File: src/rtl/hex_scan_disp.sv
// Multiplexed 7-segment display of the most recent hex results.
// A shift-register history feeds a time-sliced digit scanner; every
// digit slot opens with a short all-off guard period to suppress ghosting.
// The decimal point on digit 0 flashes for a while after each new result.
module hex_scan_disp #(
  parameter int NUM_DIGITS   = 4,
  parameter int SCAN_DIV     = 100000,
  parameter int GUARD        = 16,
  parameter int FLASH_CYCLES = 25000000,
  parameter int ACTIVE_LOW   = 1
) (
  input  logic                  clk,
  input  logic                  rst,
  input  logic                  result_valid,
  input  logic [3:0]            result,
  input  logic                  hold,
  input  logic                  clear,
  output logic [6:0]            seg,
  output logic                  dp,
  output logic [NUM_DIGITS-1:0] dig_en
);

  localparam int PRE_W = (SCAN_DIV > 1) ? $clog2(SCAN_DIV) : 1;
  localparam int IDX_W = (NUM_DIGITS > 1) ? $clog2(NUM_DIGITS) : 1;
  localparam int CNT_W = $clog2(NUM_DIGITS + 1);
  localparam int FL_W  = $clog2(FLASH_CYCLES + 1);

  localparam logic [PRE_W-1:0] PRE_LAST = PRE_W'(SCAN_DIV - 1);
  localparam logic [PRE_W-1:0] GUARD_V  = PRE_W'(GUARD);
  localparam logic [IDX_W-1:0] IDX_LAST = IDX_W'(NUM_DIGITS - 1);
  localparam logic [CNT_W-1:0] CNT_MAX  = CNT_W'(NUM_DIGITS);
  localparam logic [FL_W-1:0]  FL_LOAD  = FL_W'(FLASH_CYCLES);

  // "Off" levels of the physical outputs for the selected polarity.
  localparam logic                  INV      = (ACTIVE_LOW != 0);
  localparam logic [6:0]            SEG_OFF  = {7{INV}};
  localparam logic [NUM_DIGITS-1:0] DIG_OFF  = {NUM_DIGITS{INV}};

  // Hex digit to active-high segment pattern, bit order gfedcba.
  function automatic logic [6:0] hex7(input logic [3:0] v);
    logic [6:0] s;
    case (v)
      4'h0:    s = 7'h3F;
      4'h1:    s = 7'h06;
      4'h2:    s = 7'h5B;
      4'h3:    s = 7'h4F;
      4'h4:    s = 7'h66;
      4'h5:    s = 7'h6D;
      4'h6:    s = 7'h7D;
      4'h7:    s = 7'h07;
      4'h8:    s = 7'h7F;
      4'h9:    s = 7'h6F;
      4'hA:    s = 7'h77;
      4'hB:    s = 7'h7C;
      4'hC:    s = 7'h39;
      4'hD:    s = 7'h5E;
      4'hE:    s = 7'h79;
      default: s = 7'h71;
    endcase
    return s;
  endfunction

  logic [3:0]            hist_q [NUM_DIGITS];
  logic [3:0]            hist_d [NUM_DIGITS];
  logic [CNT_W-1:0]      cnt_q,    cnt_d;
  logic [FL_W-1:0]       flash_q,  flash_d;
  logic [PRE_W-1:0]      pre_q,    pre_d;
  logic [IDX_W-1:0]      idx_q,    idx_d;
  logic [6:0]            seg_q,    seg_d;
  logic                  dp_q,     dp_d;
  logic [NUM_DIGITS-1:0] dig_en_q, dig_en_d;

  // Active-high view of the outputs before polarity is applied.
  logic [6:0]            seg_a;
  logic                  dp_a;
  logic [NUM_DIGITS-1:0] dig_a;
  logic                  shown;

  // History, loaded count and flash countdown; clear beats a new result,
  // hold only drops results and never stops the countdown.
  always_comb begin
    hist_d  = hist_q;
    cnt_d   = cnt_q;
    flash_d = (flash_q != '0) ? flash_q - FL_W'(1) : flash_q;
    if (clear) begin
      cnt_d   = '0;
      flash_d = '0;
    end else if (result_valid && !hold) begin
      for (int i = NUM_DIGITS - 1; i > 0; i--) begin
        hist_d[i] = hist_q[i-1];
      end
      hist_d[0] = result;
      if (cnt_q != CNT_MAX) begin
        cnt_d = cnt_q + CNT_W'(1);
      end
      flash_d = FL_LOAD;
    end
  end

  // Scan prescaler and digit index; index steps once per prescaler wrap.
  always_comb begin
    pre_d = pre_q + PRE_W'(1);
    idx_d = idx_q;
    if (pre_q == PRE_LAST) begin
      pre_d = '0;
      idx_d = (idx_q == IDX_LAST) ? '0 : idx_q + IDX_W'(1);
    end
  end

  // Output decode from the current scan position and history, then polarity.
  always_comb begin
    seg_a = '0;
    dp_a  = 1'b0;
    dig_a = '0;
    shown = (int'(idx_q) < int'(cnt_q));
    if (pre_q >= GUARD_V) begin
      dig_a = NUM_DIGITS'(1) << idx_q;
      if (shown) begin
        seg_a = hex7(hist_q[idx_q]);
        dp_a  = (idx_q == '0) && (flash_q != '0);
      end
    end
    seg_d    = INV ? ~seg_a : seg_a;
    dp_d     = INV ? ~dp_a  : dp_a;
    dig_en_d = INV ? ~dig_a : dig_a;
  end

  // State and output registers; reset empties the display and restarts the scan.
  always_ff @(posedge clk) begin
    if (rst) begin
      for (int i = 0; i < NUM_DIGITS; i++) begin
        hist_q[i] <= '0;
      end
      cnt_q    <= '0;
      flash_q  <= '0;
      pre_q    <= '0;
      idx_q    <= '0;
      seg_q    <= SEG_OFF;
      dp_q     <= INV;
      dig_en_q <= DIG_OFF;
    end else begin
      for (int i = 0; i < NUM_DIGITS; i++) begin
        hist_q[i] <= hist_d[i];
      end
      cnt_q    <= cnt_d;
      flash_q  <= flash_d;
      pre_q    <= pre_d;
      idx_q    <= idx_d;
      seg_q    <= seg_d;
      dp_q     <= dp_d;
      dig_en_q <= dig_en_d;
    end
  end

  assign seg    = seg_q;
  assign dp     = dp_q;
  assign dig_en = dig_en_q;

endmodule

File: config.mk
export PLATFORM = sky130hd
export DESIGN_NAME = hex_scan_disp
export DESIGN_NICKNAME = d
export VERILOG_FILES = /design/src/rtl/hex_scan_disp.sv
export SDC_FILE = /design/constraint.sdc
export NUM_CORES = 1
export LEC_CHECK = 0
export ABC_AREA = 1
export CORE_MARGIN = 2
export CORE_UTILIZATION = 31
export CTS_CLUSTER_DIAMETER = 80
export DETAILED_ROUTE_END_ITERATION = 6
export SLEW_MARGIN = 20
export SYNTH_ARGS = -nofsm -noshare
export SYNTH_HDL_FRONTEND = slang
export SYNTH_SLANG_ARGS = --single-unit
File: constraint.sdc
create_clock -name clk -period 4.4 [get_ports clk]
set_input_delay 0.44 -clock clk [delete_from_list [all_inputs] [get_ports clk]]
set_output_delay 0.44 -clock clk [all_outputs]
set_load 0.01 [all_outputs]
## Word-level counts from Yosys, hierarchy flattened

Memory sizes are Yosys's and may differ from the RTL's.
Cells that the tools add are included.

| word-level totals | value |
|---|---|
| memories | 1 |
| register bits after elaboration | 75 |
| memory bits (read-only) | 112 |

Memory list:

| memory | depth | width | read ports | clocked after Yosys merged registers in | wr ports | RTL line | text |
|---|---|---|---|---|---|---|---|
| (name not given) | 16 | 7 | 1 | 0 | 0 | 42 | `case (v)` |

| cells by class | value |
|---|---|
| shift operators | 1 |
| eq/ne operators | 3 |
| add/subtract/negate cells | 4 |
| multiplexer cells | 11 |
| bitwise gates (word level) | 5 |
| order comparisons | 3 |
| reduce and logical (&&, ||, !) cells | 11 |

Operator list:

| operator | count |
|---|---|
| 25-bit 2-to-1 mux | 2 |
| 25-bit nonzero test | 1 |
| 25-bit by 1-bit subtractor with 25-bit output, second input constant | 1 |
| 17-bit by 1-bit adder with 17-bit output, second input constant | 1 |
| 17-bit equality test, second input constant | 1 |
| 17-bit by 5-bit >= comparator with 1-bit output, second input constant | 1 |
| 7-bit 2-to-1 mux | 2 |
| 4-bit 2-to-1 mux | 3 |
| 4-bit binary-select mux with 2-bit select | 1 |
| 7-bit NOT | 1 |
| 4-bit NOT | 1 |
| 2-bit AND reduction | 2 |
| 2-bit OR reduction | 2 |
| 1-bit by 2-bit << shifter with 4-bit output, first input constant | 1 |
| 3-bit by 1-bit adder with 3-bit output, second input constant | 1 |
| 3-bit >= comparator, second input constant | 1 |
| 2-bit by 3-bit less-than comparator with 1-bit output | 1 |
| 3-bit != test, second input constant | 1 |
| 2-bit NOT with 3-bit output | 1 |
| 3-bit OR reduction | 1 |
| 2-bit by 1-bit adder with 2-bit output, second input constant | 1 |
| 2-bit equality test, second input constant | 1 |
| 1-bit logical AND | 2 |
| 2-bit logical NOT | 1 |
| 5 further kinds | 7 |

## Depth between registers and ports, before layout

An unclocked memory read counts as a cell.

| depth | value |
|---|---|
| word-level depth | 8 |
| gate-level depth with buffers | 11 |
| mapped depth without buffers | 10 |

## Worst setup path before layout

Ideal clock, no wire load.

| timing | value |
|---|---|
| kind | register to register |
| from | register idx_q[0] |
| to | register seg_q[0] (netlist: seg[0]) |
| stages on the path, launching flop included | 12 |
| arrival time | 1.461 ns |
| slack | 2.815 ns |
| required time | 4.276 ns |
| library setup time | 0.124 ns |
| path buffers | 1 |
| cell sequence | dfxtp_1 > inv_1 > buf_2 > nand2_1 > nand3_1 > nand2_1 > inv_1 > ha_1 > inv_1 > nor3_1 > nor2_1 > nand3_1 |

| on the way | value |
|---|---|
| word-level cells in the longest chain between the ends | 8 |

Ends and longest elaborated chain:

| item | RTL line | text |
|---|---|---|
| start: declaration | 68 | `logic [IDX_W-1:0] idx_q, idx_d;` |
| start signal: assignment | 148 | `idx_q <= idx_d;` |
| 2-bit NOT with 3-bit output (not written as such) | 119 | `seg_a = hex7(hist_q[idx_q]);` |
| 4-bit binary-select mux with 2-bit select | 119 |  |
| 4-bit 2-to-1 mux (not written as such) (2 in a row) | 119 |  |
| memory 16 x 7 bit | -- |  |
| 7-bit 2-to-1 mux (*) | 118 | `if (shown) begin` |
| 7-bit 2-to-1 mux (*) | 116 | `if (pre_q >= GUARD_V) begin` |
| 7-bit NOT (*) | 123 | `seg_d = INV ? ~seg_a : seg_a;` |
| end signal: assignment | 149 | `seg_q <= seg_d;` |
| end: declaration | 69 | `logic [6:0] seg_q, seg_d;` |

Mark *: on every way between the ends. The rest lies on a longest branch, timed or not. The select of a mux whose other input is x is not followed.
A chain may end at the register's enable or synchronous reset.

## Worst setup path after layout

Same ends and word-level chain as after synthesis.

==> reports/metrics.yaml <==
grt:
  grt_pass1_vias: 3324
  grt_start_max_net_pins: 19
  gr-usage-all-layers_pct: 13.9
  grt_first_pass_wirelength_mm: 15.0
  antenna_found_initial: 0
  grt.overflow.total: 0
setup_path:
  critPathArrivalTime_ns: 2.35
  rr_endpoint: "seg[0]"
  slowest_delay_ns: 0.62
  crit_required_ns: 4.61
  path_max_fanout: 14
  path_cells: "inv_1 -> nand2_1 -> nand3_1 -> nand2_1 -> inv_1 -> ha_1 -> inv_1 -> nor3_1 -> nor2_1 -> nand3_1"
  slowest_stage: "dfxtp_1"
  cpMostUsedCell: "inv_1"
  crit_path_end: "seg[0]"
  critPathLaunchType: "flip-flop"
  rr_startpoint: "idx_q[0]"
  rrSetupSlack_ns: 2.27
  worstRegToRegCells: 10
  crit_path_start: "idx_q[0]"
  endpoint_kind: "flip-flop"
  critical_path_class: "reg2reg"
synth:
  synth_edf_count: 0
  synth_seq_cells: 75
  post-synth-top-count-cell: "nand2_1"
  synth_top_family_by_area: "simple AND/OR/NAND/NOR gates"
  synth_fa_ha_area_share_pct: 5.40
  yosysWarnings: 0
  synth-compound-area-share_pct: 8.98
  synth_top_cell_area_share_pct: 38.1
  ys_types: 32
  synthCells: 570
  yosys.area_share.simple_pct: 36.6
  synth_nets: 596
  synth_area_um2: 3940
  synthTopCellsByArea: "dfxtp_1, nand2_1, nand3_1"
  yosysSeqAreaShare_pct: 38.1
  async_reset_ff_share_pct: 0
  synth_top_cell_by_area: "dfxtp_1"
  synth-xor-area-share_pct: 2.44
  ys.flop_type: "dfxtp_1"
  syn_area_per_cell_um2: 6.91
  synthTopCellsByCount: "nand2_1, nor2_1, dfxtp_1, nand3_1, inv_1"
  synth.area.mux_share_pct: 0
route:
  dr.pass1.iters: 5
  wl_per_cell_um: 11.6
  routed_wl_mm: 8.86
  vias_per_cell: 4.66
  num_vias: 3559
  drtAntennaViolNets: 0
  drt_iter0_drc: 186
  drc: 0
clocking:
  cts-root-buf: "clkbuf_16"
  clkTransAtPathRegs_ns: 0.06
  clock_latency_ns: 0.34
  clock-sinks: 75
  cts_resized: 0
  cts_setup_buffers: 0
  cts_buffers: 9
  hold_buffers: 0
  h-tree-depth: 3
  cts_tree: "built"
  clockBufferDepth: 2
finish:
  diodes: 0
  layout-drive-gt1-share_pct: 7.43
  final_nets: 613
  syn_to_final_growth_pct: 15.8
sta:
  final.setup.tns_ns: 0
  worst_slack_ns: 2.27
  slew_viol_final: 0
  relSlewSlack_pct: 62.5
  fmax_mhz: 469
  setup_viol: 0
  min_period_over_period_pct: 48.5
  hold_violations: 0
  finalCriticalPeriod_ns: 2.13
  tightest_slew_ns: 0.561
  grt_setup_unrepaired: "false"
  skew_ns: 0.00825
floorplanning:
  initial_utilization_pct: 31.5
  die_y_um: 117
  io_pins: 21
  design.core.area_um2: 12500
  rows: 41
  dieArea_um2: 13600
  die_w_um: 117
power:
  power_density_nw_per_um2: 427
  power.leakage_nw: 1.87
  peakVddDrop_uv: 161
placement:
  gp_congestion: 0.841
  dp_slack_ns: 2.00
  dpl.hpwl_mm: 6.59
  portBuffers: 20
worst_hold_path:
  hold_class: "reg2reg"
outcome:
  status: "finished, final reports clean"
flow_run:
  max_cap_viol_count: 0
==> logic make-up after synthesis <==
family | count (synthesis)
AOI/OAI and AO/OA | 66
xor gates and xnor gates | 11
adders and majority gates | 17
buffers and inverters | 79
DFF | 75
and+or+nand+nor | 322
==> cell usage in the layout (no fill, tap or decap), types with 3 or more instances in the layout <==
cell	synthesis	routed
a21oi_1	43	43
nor3_1	15	15
xnor2_1	4	4
nand2_1	121	121
xor2_1	7	7
inv_2	3	3
o21ai_0	14	14
clkdlybuf4s50_1	0	20
ha_1	17	17
inv_1	59	59
clkinv_2	1	4
dfxtp_1	75	75
nand4_1	18	18
nand2_2	6	6
a21o_1	3	3
clkbuf_16	0	9
nor2_4	3	3
nor2_1	78	78
nor2_2	9	9
nand3_1	65	65
==> critical path: cells and delay by family, from the launching register on <==
kind	cells	cell delay, ns
adder cells (fa/ha/maj)	1	0.22
buffers and inverters	3	0.49
flip-flops	1	0.62
AND/OR/NAND/NOR	6	0.68
==> layer usage <==
metal | GRT usage (%) | vias up | wire length [um]
met5 | 0 | - | 0
met4 | 5.10 | 0 | 112
met3 | 3.74 | 10 | 264
met2 | 22.4 | 38 | 4010
met1 | 17.9 | 1622 | 4470
li1 | - | 1889 | -
==> flip-flops by register name (all words and copies together) (netlist names) <==
signal   cells
dp           1
cnt_q        3
pre_q       17
seg          7
flash_q     25
idx_q        2
dig_en       4
hist_q      16
==> power breakdown <==
group	internal, mW	switching [mW]	total (mW)
Combinational	0.165	0.315	0.479
Sequential	0.712	0.0351	0.747
Clock	0.436	0.285	0.721
==> worst min path at each step <==
stage	startpoint	end	slack [ns]	cells after the start
6_report	pre_q[16]	pre_q[16]	0.46	2
5_1_grt	hist_q[1]	hist_q[1]	0.49	2
4_1_cts	pre_q[16]	pre_q[16]	0.46	2
3_5_place_dp	pre_q[16]	pre_q[16]	0.45	2
3_3_place_gp	pre_q[0]	pre_q[0]	0.44	1
2_1_floorplan	pre_q[0]	pre_q[0]	0.43	1
==> metrics by stage <==
stage	hold WS [ns]	utilization, %	instance area (um^2)	std cells	power [mW]
after CTS	0.463	36.5	4560	764	1.96
after floorplan	0.430	-	3940	570	1.15
final	0.461	36.5	4560	764	1.95
after detailed placement	0.455	34.1	4270	748	1.24
after global routing	0.487	36.5	4560	764	2.07
after global placement	0.444	34.1	4270	748	1.22
==> final cells by class <==
cell class              instances  area [um^2]
clock buffers                   9          225
clock inverters                 7         68.8
fillers                      1334         7950
inverters                      65          245
multi-input cells             416         2110
flip-flops and latches         75         1500
well taps                     172          215
repair buffers                 20          200
Power figures use the tool's default switching activity.
